**src/rtl/soin_bpredictor_trainer.sv**
```systemverilog
// Execute-side branch resolver for the bimodal predictor: computes counter updates,
// queues them toward the predictor table write port, and raises a registered fetch redirect.
module soin_bpredictor_trainer #(
   parameter int IDX_W  = 12,
   parameter int META_W = 14,
   parameter int DEPTH  = 4
) (
   input  logic              clk,
   input  logic              reset,
   input  logic              ex_valid,
   input  logic              ex_train,
   input  logic [31:0]       ex_PC,
   input  logic              ex_actual_dir,
   input  logic [31:0]       ex_actual_target,
   input  logic              ex_pred_dir,
   input  logic [31:0]       ex_pred_target,
   input  logic [META_W-1:0] ex_meta,
   output logic              ex_stall,
   output logic              execute_bpredictor_update,
   output logic [31:0]       execute_bpredictor_PC,
   output logic [31:0]       execute_bpredictor_target,
   output logic              execute_bpredictor_dir,
   output logic              execute_bpredictor_miss,
   output logic [META_W-1:0] execute_bpredictor_meta,
   input  logic              bpredictor_upd_ready,
   output logic              fetch_redirect,
   output logic [31:0]       fetch_redirect_PC
);

   localparam int PTR_W = $clog2(DEPTH);
   localparam int CNT_W = $clog2(DEPTH + 1);
   localparam int CTR_W = META_W - IDX_W;

   logic [31:0]       q_pc     [DEPTH];
   logic [31:0]       q_target [DEPTH];
   logic              q_dir    [DEPTH];
   logic              q_miss   [DEPTH];
   logic [META_W-1:0] q_meta   [DEPTH];

   logic [PTR_W-1:0] wr_ptr, rd_ptr, scan_ptr;
   logic [CNT_W-1:0] count;

   logic              accept, enq, deq, miss;
   logic [31:0]       next_pc;
   logic [CTR_W-1:0]  base_ctr, new_ctr;
   logic [IDX_W-1:0]  ex_idx;

   assign ex_idx   = ex_meta[IDX_W-1:0];
   assign ex_stall = (count == CNT_W'(DEPTH));
   assign accept   = ex_valid & ~ex_stall;
   assign next_pc  = ex_actual_dir ? ex_actual_target : ex_PC + 32'd4;
   assign miss     = (ex_pred_dir != ex_actual_dir) | (ex_pred_target != next_pc);
   assign enq      = accept & (ex_train | miss);
   assign deq      = execute_bpredictor_update & bpredictor_upd_ready;

   // Scan oldest to youngest so the youngest matching queued entry wins;
   // the head is still scanned even when it dequeues this cycle.
   always_comb begin
      base_ctr = ex_meta[META_W-1:IDX_W];
      scan_ptr = rd_ptr;
      for (int unsigned i = 0; i < DEPTH; i++) begin
         scan_ptr = rd_ptr + PTR_W'(i);
         if ((CNT_W'(i) < count) && (q_meta[scan_ptr][IDX_W-1:0] == ex_idx))
            base_ctr = q_meta[scan_ptr][META_W-1:IDX_W];
      end
   end

   always_comb begin
      new_ctr = base_ctr;
      if (ex_train) begin
         if (ex_actual_dir) begin
            if (base_ctr != '1) new_ctr = base_ctr + CTR_W'(1);
         end else begin
            if (base_ctr != '0) new_ctr = base_ctr - CTR_W'(1);
         end
      end
   end

   always_ff @(posedge clk or posedge reset) begin
      if (reset) begin
         wr_ptr <= '0;
         rd_ptr <= '0;
         count  <= '0;
         for (int unsigned i = 0; i < DEPTH; i++) begin
            q_pc[i]     <= '0;
            q_target[i] <= '0;
            q_dir[i]    <= 1'b0;
            q_miss[i]   <= 1'b0;
            q_meta[i]   <= '0;
         end
      end else begin
         if (enq) begin
            q_pc[wr_ptr]     <= ex_PC;
            q_target[wr_ptr] <= ex_actual_target;
            q_dir[wr_ptr]    <= ex_actual_dir;
            q_miss[wr_ptr]   <= miss;
            q_meta[wr_ptr]   <= {new_ctr, ex_idx};
            wr_ptr           <= wr_ptr + PTR_W'(1);
         end
         if (deq) rd_ptr <= rd_ptr + PTR_W'(1);
         if (enq && !deq)      count <= count + CNT_W'(1);
         else if (!enq && deq) count <= count - CNT_W'(1);
      end
   end

   always_ff @(posedge clk or posedge reset) begin
      if (reset) begin
         fetch_redirect    <= 1'b0;
         fetch_redirect_PC <= '0;
      end else begin
         fetch_redirect <= accept & miss;
         if (accept && miss) fetch_redirect_PC <= next_pc;
      end
   end

   assign execute_bpredictor_update = (count != '0);
   assign execute_bpredictor_PC     = q_pc[rd_ptr];
   assign execute_bpredictor_target = q_target[rd_ptr];
   assign execute_bpredictor_dir    = q_dir[rd_ptr];
   assign execute_bpredictor_miss   = q_miss[rd_ptr];
   assign execute_bpredictor_meta   = q_meta[rd_ptr];

endmodule

```
**config.mk**
```make
export PLATFORM = sky130hd
export DESIGN_NAME = soin_bpredictor_trainer
export DESIGN_NICKNAME = d
export VERILOG_FILES = /design/src/rtl/soin_bpredictor_trainer.sv
export SDC_FILE = /design/constraint.sdc
export NUM_CORES = 1
export LEC_CHECK = 0
export CORE_MARGIN = 3
export CORE_UTILIZATION = 52
export DETAILED_ROUTE_END_ITERATION = 16
export PLACE_DENSITY = 0.75
export SETUP_SLACK_MARGIN = 0.5
export SLEW_MARGIN = 10
export SYNTH_ARGS = -nofsm -noshare
export SYNTH_HDL_FRONTEND = slang
export SYNTH_SLANG_ARGS = --single-unit
export TNS_END_PERCENT = 20
```
**constraint.sdc**
```tcl
create_clock -name clk -period 29.1 [get_ports clk]
set_input_delay 8.73 -clock clk [delete_from_list [all_inputs] [get_ports clk]]
set_output_delay 8.73 -clock clk [all_outputs]
set_load 0.03 [all_outputs]
```
# [Word level (Yosys, flattened, before mapping)]
# Cells that the tools add are included.
[op_classes] n_eq_ne=8 n_bitwise=12 reduce_logical=13 addsub=9 mux=46 magnitude_cmp=10
[ops] op="$bwmux 128" count=2
[ops] op="$mux 32" count=6
[ops] op="$bmux 32 s2" count=2
[ops] op="$mux 14" count=9
[ops] op="$bmux 14 s2" count=4
[ops] op="$demux 32 s2" count=1
[ops] op="$bwmux 56" count=1
[ops] op="$eq 12x12->1" count=4
[ops] op="$add 32x3->32 const B" count=1
[ops] op="$ne 32x32->1" count=1
[ops] op="$demux 14 s2" count=1
[ops] op="$mux 2" count=8
[ops] op="$ge 3x3->1 const B" count=5
[ops] op="$not 2->3" count=5
[ops] op="$bwmux 4" count=2
[ops] op="$logic_and 1x1->1" count=8
[ops] op="$add 2x1->2 const B" count=3
[ops] op="$lt 1x3->1 const A" count=2
[ops] op="$lt 2x3->1 const A" count=2
[ops] op="$mux 3" count=2
[ops] op="$mux 1" count=5
[ops] op="$add 2x2->2 const B" count=2
[ops] op="$and 1x1->1" count=4
[ops] op="$bmux 1 s2" count=2
[ops] op="13 further kinds" count=16
[totals] output_inout_bits=115 register_bits=360 in_bits=117

# [Depth between registers and ports, before layout]
# Gate-level depths: netlist of the first run.
[depth] ltp_word=15 depth_mapped=17 ltp_nobuf=14

# [Worst setup path after synthesis of the first run]
# Ideal clock, no wire load.
[synth_timing] path_type="input to register" start="input ex_PC[4]" end="register count[2]" path_buffers=2 setup_slack_ns=16.560 stages=14 required_ns=29.020 arrival_ns=12.460 cell_sequence="buf_2 nand4_1 nor3_1 mux2_2 or4_1 a211oi_1 nand3_1 or4b_1 clkbuf_1 o21ai_0 inv_1 ha_1 nor2_1 xnor2_1"
[synth_via] elab_chain_len=9 elab_cells_between_ends=11 cone_classes="add/sub (1); eq/ne (1); mux (2); bitwise (3); reduce/logical (4)"
[synth_lines] item="start, declared" line_no="12" text="input logic [31:0] ex_PC,"
[synth_lines] item="$add 32x3->32 (*)" line_no="51" text="assign next_pc = ex_actual_dir ? ex_actual_target : ex_PC + 32'd4;"
[synth_lines] item="$mux 32 (*)" line_no="51"
[synth_lines] item="$ne 32x32->1 (*)" line_no="52" text="assign miss = (ex_pred_dir != ex_actual_dir) | (ex_pred_target != next_pc);"
[synth_lines] item="$or 1x1->1 (*)" line_no="52"
[synth_lines] item="$or 1x1->1 (*)" line_no="53" text="assign enq = accept & (ex_train | miss);"
[synth_lines] item="$and 1x1->1 (*)" line_no="53"
[synth_lines] item="net enq" line_no="43" text="logic accept, enq, deq, miss;"
[synth_lines] item="$logic_not 1->1" line_no="102" text="else if (!enq && deq) count <= count - CNT_W'(1);"
[synth_lines] item="$logic_and 1x1->1" line_no="102"
[synth_lines] item="$reduce_bool 2->1 (no source line)"
[synth_lines] item="end signal, assigned" line_no="101" text="if (enq && !deq) count <= count + CNT_W'(1);"
[synth_lines] item="end signal, assigned" line_no="102"
[synth_lines] item="end, declared" line_no="41" text="logic [CNT_W-1:0] count;"
# The timed path passes the listed nets; every way through them passes the cells marked *.
# A chain may end at the register's enable or synchronous reset.

# [Worst setup path in the final report of the first run]
[layout_timing] start="input ex_PC[5]" end="register q_pc[51] (netlist name)"
[layout_via] elab_chain_len=6
[layout_lines] item="$add 32x3->32" line_no="51"
[layout_lines] item="$mux 32" line_no="51"
[layout_lines] item="$ne 32x32->1" line_no="52"
[layout_lines] item="$or 1x1->1" line_no="52"
[layout_lines] item="$or 1x1->1" line_no="53"
[layout_lines] item="$and 1x1->1" line_no="53"
[layout_lines] item="end signal, assigned by index" line_no="93" text="q_pc[wr_ptr] <= ex_PC;"
[layout_lines] item="end, declared" line_no="34" text="logic [31:0] q_pc [DEPTH];"
# Every way passes these cells.

==> results of run 1 <==
[sequential cells by signal, summed over array words and instances, names as in the netlist, 2 cells and up]
register / count
fetch_redirect_PC: 32
q_pc: 128
q_dir: 4
count: 3
q_miss: 4
rd_ptr: 2
q_target: 128
q_meta: 56
wr_ptr: 2
[placed cells by master, fill, tap and decap left out, drive strengths merged, types with 4 or more instances in the layout]
master         Yosys  routed
mux4             110     110
dfrtp            360     360
clkdlybuf4s50      0     230
ha                10      10
clkinv             0       5
and4               4       4
o211ai             4       4
nor2              33      33
and3              12      12
mux2i             29      29
a31oi              6       6
mux2             352     352
or4               13      13
a2111oi            5       5
clkbuf            94      52
buf               24      17
nor4              19      19
nor3              14      14
a221oi             6       6
o21ai             32      32
or3                7       7
bufinv             0       6
nand3             24      24
inv               26      30
nor2b              5       5
nand2b             6       6
xnor2             77      77
and2               7       7
o41ai              6       6
a211oi             5       5
xor2              40      40
nor4b              5       5
nand2             58      58
a21oi             13      13
diode              0       5
nand4             27      27
[power by group]
group          switching, uW  leakage, uW  total (uW)  internal (uW)
Clock                    205     0.000649         519            315
Combinational            742      0.00442        1490            745
Sequential               193      0.00425         945            752
[per-layer routing]
layer / global-route usage, % / part of all wire (%)
met5: 0 / 0.12
met3: 5.98 / 7.3
met2: 41.6 / 47
met1: 37.3 / 43
met4: 7.30 / 2.5
[final timing paths]
kind                       cells past startpoint  slack, ns       from             to
setup / recovery                              11      15.02   ex_PC[5]       q_pc[51]
min in group asynchronous                      2       8.80      reset       q_pc[95]
hold / removal                                 1       0.48   q_pc[18]       q_pc[18]
setup reg to reg                              10      23.64  rd_ptr[1]     q_meta[54]
hold reg to reg                                1       0.48   q_pc[18]       q_pc[18]
max in group asynchronous                      4      17.84      reset  q_target[107]
[stage by stage]
step	total power, uW	instances	setup slack, ns
finish	2950	2193	15.02
CTS	2970	2188	15.18
floorplan	1920	1486	10.38
global placement	2390	2119	14.70
global route	3100	2191	14.92
detailed placement	2430	2119	14.65
[cell usage after synthesis (3+ instances only)]
| cell | n |
|---|---|
| buf_1 | 17 |
| and4_1 | 4 |
| nand3b_1 | 3 |
| dfrtp_1 | 360 |
| ha_1 | 10 |
| nor4b_1 | 5 |
| nor4_1 | 18 |
| and2_1 | 7 |
| buf_2 | 7 |
| nor2b_1 | 5 |
| nand3_1 | 24 |
| mux2_2 | 60 |
| mux2_1 | 292 |
| mux4_2 | 110 |
| inv_1 | 26 |
| clkbuf_1 | 94 |
| o221ai_1 | 3 |
| a22oi_1 | 3 |
| xnor2_1 | 77 |
| nand2b_1 | 6 |
| o211ai_1 | 4 |
| or4_1 | 13 |
| nand2_1 | 58 |
| and3_1 | 12 |
| a2111oi_0 | 5 |
| xor2_1 | 40 |
| a21oi_1 | 13 |
| a221oi_1 | 6 |
| o21ai_0 | 31 |
| o41ai_1 | 6 |
| a31oi_1 | 6 |
| a211oi_1 | 5 |
| mux2i_1 | 29 |
| or3_1 | 7 |
| a211o_1 | 3 |
| nand4_1 | 27 |
| nor3_1 | 14 |
| nor2_1 | 33 |
[cell type report]
class                           count  area share [%]
Clock buffer                       52            4.54
Clock inverter                     17            1.11
Timing Repair Buffer              247            10.3
Antenna cell                        5          0.0529
Sequential cell                   360            38.1
Tap cell                          504            2.66
Inverter                           26           0.444
Multi-Input combinational cell    982            42.8
[cell families after synthesis]
logic type	synth area share (%)
compound gates	3.99
flops	45.8
buf+inv	2.80
simple gates	6.85
xor+xnor	5.57
mux	34.3
fa+ha+maj	0.688
[worst reg2reg max path, stage by stage (launching register included)]
cell and delay (ns):
dfrtp_4 1.08, buf_4 0.94, mux4_2 0.65, xnor2_1 0.22, nand4_1 0.22, a2111oi_1 0.90, nor4_1 0.18, a211o_1 0.38
maj3_1 0.36, a21oi_1 0.29, mux2_1 0.19
==> flow_summary.ini, run 1 <==
[status]
status = completed

[worst_setup_path]
cp_common_cell = or4_1
crit_slowest_cell = a2111oi_0
required_ns = 29.53
crit_path_start_kind = primary input
arrival_ns = 14.51
crit_path_max_incr_delay_ns = 0.83
cp_top_family = simple AND/OR/NAND/NOR gates
cp_cell_sequence = clkdlybuf4s50_1, and4_1, nand2_1, a2111oi_0, o22ai_1, or4_1, or4_1, nor4_2, nor2_4, buf_4, mux2_1
path_max_fanout = 56
cp-end-kind = register
crit_type = primary input to register
crit_buf_inv = 2

[synthesis]
ys_async_sr_fraction_pct = 100
netlist_top_cells_area = dfrtp_1 46%, mux2_1 17%, mux4_2 13%
ys_warn_count = 0
ys_ff_latch = 360
synth_edf_count = 0
synth_area_leader_cell = dfrtp_1
syn_avg_cell_area_sq_um = 13.2
syn-cell-area_sq_um = 19600
syn_inst = 1486
syn-num-nets = 1613
seq_area_frac_synth_pct = 45.8
ys.flop_type = dfrtp_1
synth_top_area_share_pct = 45.8
yosysUniqueCellTypes = 70

[cts]
clk_latency_ns = 0.54
ctsHtreeMaxLevel = 2
cts_tree = yes
cts_root_buf = clkbuf_16
postCtsHoldBufs = 0
cts_buffers = 39
clkTransAtPathRegs_ns = 0.06
clkSinkCount = 360
ctsLongestPathBuffers = 3
post_cts_buffers = 0
cts_resized = 0

[sta]
finalCritPeriodShare_pct = 48.4
skew_ns = 0.0203
max_freq_mhz = 71.0
slew_headroom_pct = 28.7
setup_viol_count_final = 0
rsz0062_at_grt = false
min_period_ns = 14.08
setup_tns_ns = 0
tightest_slew_ns = 1.07
whs_ns = 0.481
finalHoldViolCount = 0
report.final.slew_viol_count = 0

[floorplanning]
design.die.area_sq_um = 40200
initial_core_util_pct = 53.2
die_height_microns = 200
rows = 70
io-pin-count = 232
die_w_microns = 200
coreArea_sq_um = 37000

[finish]
drive_gt1_share_pct = 15.5
areaGrowthSynthToFinish_pct = 20.5
finalNetCount = 1783
fill_cells = 2827
fin_area_sq_um = 23700
final_util_pct = 64.0
seq_area_sq_um = 9020
multi_input_comb_area_sq_um = 10100

[global_routing]
grt_pass1_vias = 13700
grt_use_total_pct = 26.4
antenna_found_initial = 8
gr-total-overflow = 0
grt_first_pass_wirelength_microns = 83100
grt_max_degree = 125

[drt]
drtPass1Iterations = 5
drc_errors = 0
wl_per_cell_microns = 24.5
routed_wl_microns = 53800
vias_per_cell = 6.20
ant_nets = 0
vias = 13600
drt_iter0_markers = 1204

[placement]
dpl_cell_area_sq_um = 22300
hpwl_microns = 37200
placement.io_buffers = 231
gp_congestion = 0.940

[pwr]
power.density_nw_per_um2 = 125
leakage_uw = 0.00932
worst_ir_drop_vdd_uv = 110

[flow_run]
cap_violations = 0

[min_path]
hp-class = register to register
(Power assumes the default switching activity.)
==> inputs of run 2 (changes only) <==
- CORE_UTILIZATION: 52 -> 51
- PLACE_DENSITY: 0.75 -> 0.77
- clock period: 29.1 -> 11.35 ns (I/O delays scaled with it)
==> flow_summary.ini, run 2 (synthesis gave the netlist of run 1 again) <==
[finish]
drive_gt1_share_pct = 15.2
layout_commonest_cell = dfrtp_1
finalNetCount = 1787
top_regs = q_pc x128, q_target x128, q_meta x56
final_cell_mix = 358 x dfrtp_1, 292 x mux2_1, 230 x clkdlybuf4s50_1
areaGrowthSynthToFinish_pct = 20.0
fill_cells = 2917

[cts]
cts_resized = 0
clkSinkCount = 360
ctsLongestPathBuffers = 3
cts_root_buf = clkbuf_16
clk_latency_ns = 0.53
cts_tree = yes
ctsHtreeMaxLevel = 2
post_cts_buffers = 0
postCtsHoldBufs = 0
clkTransAtPathRegs_ns = 0.05
cts_buffers = 39

[sta]
finalCritPeriodShare_pct = 76.8
whs_ns = 0.479
skew_ns = 0.0182
slew_headroom_pct = 20.9
tightest_slew_ns = 1.19
setup_tns_ns = 0
rsz0062_at_grt = false
report.final.slew_viol_count = 0
setup_viol_count_final = 0
min_period_ns = 8.72
finalHoldViolCount = 0
max_freq_mhz = 115
final.setup.worst_slack_ns = 2.63

[pwr]
p_int_uw = 4540
power.density_nw_per_um2 = 315
p_sw_uw = 2890
clkPwrFrac_pct = 16.3
p_comb_share_pct = 51.4
pwr-share-seq_pct = 32.3
worst_ir_drop_vdd_uv = 276
p_sw_share_pct = 38.9
leakage_uw = 0.00927

[global_routing]
grt_max_degree = 179
grt_pass1_vias = 14000
grt_first_pass_wirelength_microns = 84900
grt_use_total_pct = 26.7
antenna_found_initial = 6
gr-total-overflow = 0

[drt]
routed_wl_microns = 54400
vias_per_cell = 6.16
drc_errors = 0
drtPass1Iterations = 5
wl_per_cell_microns = 24.7
wl_met3_microns = 3170
vias = 13600
maxUsedRoutingLayer = met5
dr_wl_met2_microns = 26600
met1_length_microns = 23100
drt_iter0_markers = 1001
ant_nets = 0

[placement]
place_ws_ns = 2.20
placement.io_buffers = 231
gp_congestion = 0.928
hpwl_microns = 38300

[min_path]
hp-class = register to register

[floorplanning]
rows = 71
coreArea_sq_um = 37800
design.die.area_sq_um = 40900
io-pin-count = 232
die_height_microns = 202
die_w_microns = 202
initial_core_util_pct = 51.9

[status]
status = completed

[flow_run]
cap_violations = 0

[worst_setup_path]
path_max_fanout = 48
crit_path_max_incr_delay_ns = 0.86
cp_common_cell = or4_1
crit_slowest_cell = a2111oi_0
crit_type = primary input to register
crit_path_start_kind = primary input
arrival_ns = 9.12
ff2ff_setup_slack_ns = 6.25
required_ns = 11.75
cp_cell_sequence = clkdlybuf4s50_1, and4_1, nand2_1, a2111oi_0, o22ai_1, or4_1, or4_1, nor4_2, nor2_4, buf_4, mux2_1
cp-end-kind = register
run 2: cell types whose count changed in the layout (fill, tap and decap cells not counted), sizes merged:
cell and change:
inv -5, buf +4, clkinv +2, clkbuf +7
diode -3, bufinv -5
run 2: worst paths after layout:
kind / from / end / depth (start not counted)
setup reg to reg: rd_ptr[1] / q_meta[55] / 12
max in group asynchronous: reset / fetch_redirect_PC[10] / 3
hold reg to reg: q_target[91] / q_target[91] / 1
hold / removal: q_target[91] / q_target[91] / 1
min in group asynchronous: reset / q_meta[38] / 2
setup / recovery: ex_PC[5] / q_pc[106] / 11
run 2: area by class of cell:
type | instances | area [sq um] | area share (%)
inverter | 26 | 101 | 0.430
antenna | 2 | 5.00 | 0.0212
clock buffer | 59 | 1120 | 4.77
multi-input combinational | 982 | 10100 | 43.0
timing repair buffer | 251 | 2480 | 10.5
tap | 511 | 639 | 2.71
clock inverter | 9 | 80.1 | 0.340
sequential | 360 | 9020 | 38.2
run 2: critical path: cells and delay by family:
family | cells | cell delay [ns]
simple gates | 6 | 2.84
buf+inv | 2 | 1.34
compound gates | 2 | 1.05
mux | 1 | 0.41
run 2: metal layers:
| layer | GRT usage, % | vias to the layer above |
|---|---|---|
| met4 | 7.35 | 10 |
| met1 | 36.9 | 7102 |
| met3 | 4.24 | 100 |
| li1 | - | 5914 |
| met5 | 0 | - |
| met2 | 44.4 | 430 |
run 2: power by group through the flow:
stage	sequential [uW]	clock [uW]	combinational [uW]
after floorplan	2290	0	2640
after global placement	2360	0	3780
after detailed placement	2410	0	3840
after CTS	2390	1240	3870
after global routing	2490	1290	4060
final	2400	1210	3820
run 2: stage by stage:
stage	cell area [sq um]	utilization [%]	total power [uW]	instances
floorplan	19700	-	4930	1486
global placement	22400	59.1	6140	2130
detailed placement	22400	59.1	6250	2130
CTS	23600	62.3	7500	2198
global route	23600	62.3	7830	2199
finish	23600	62.3	7440	2200
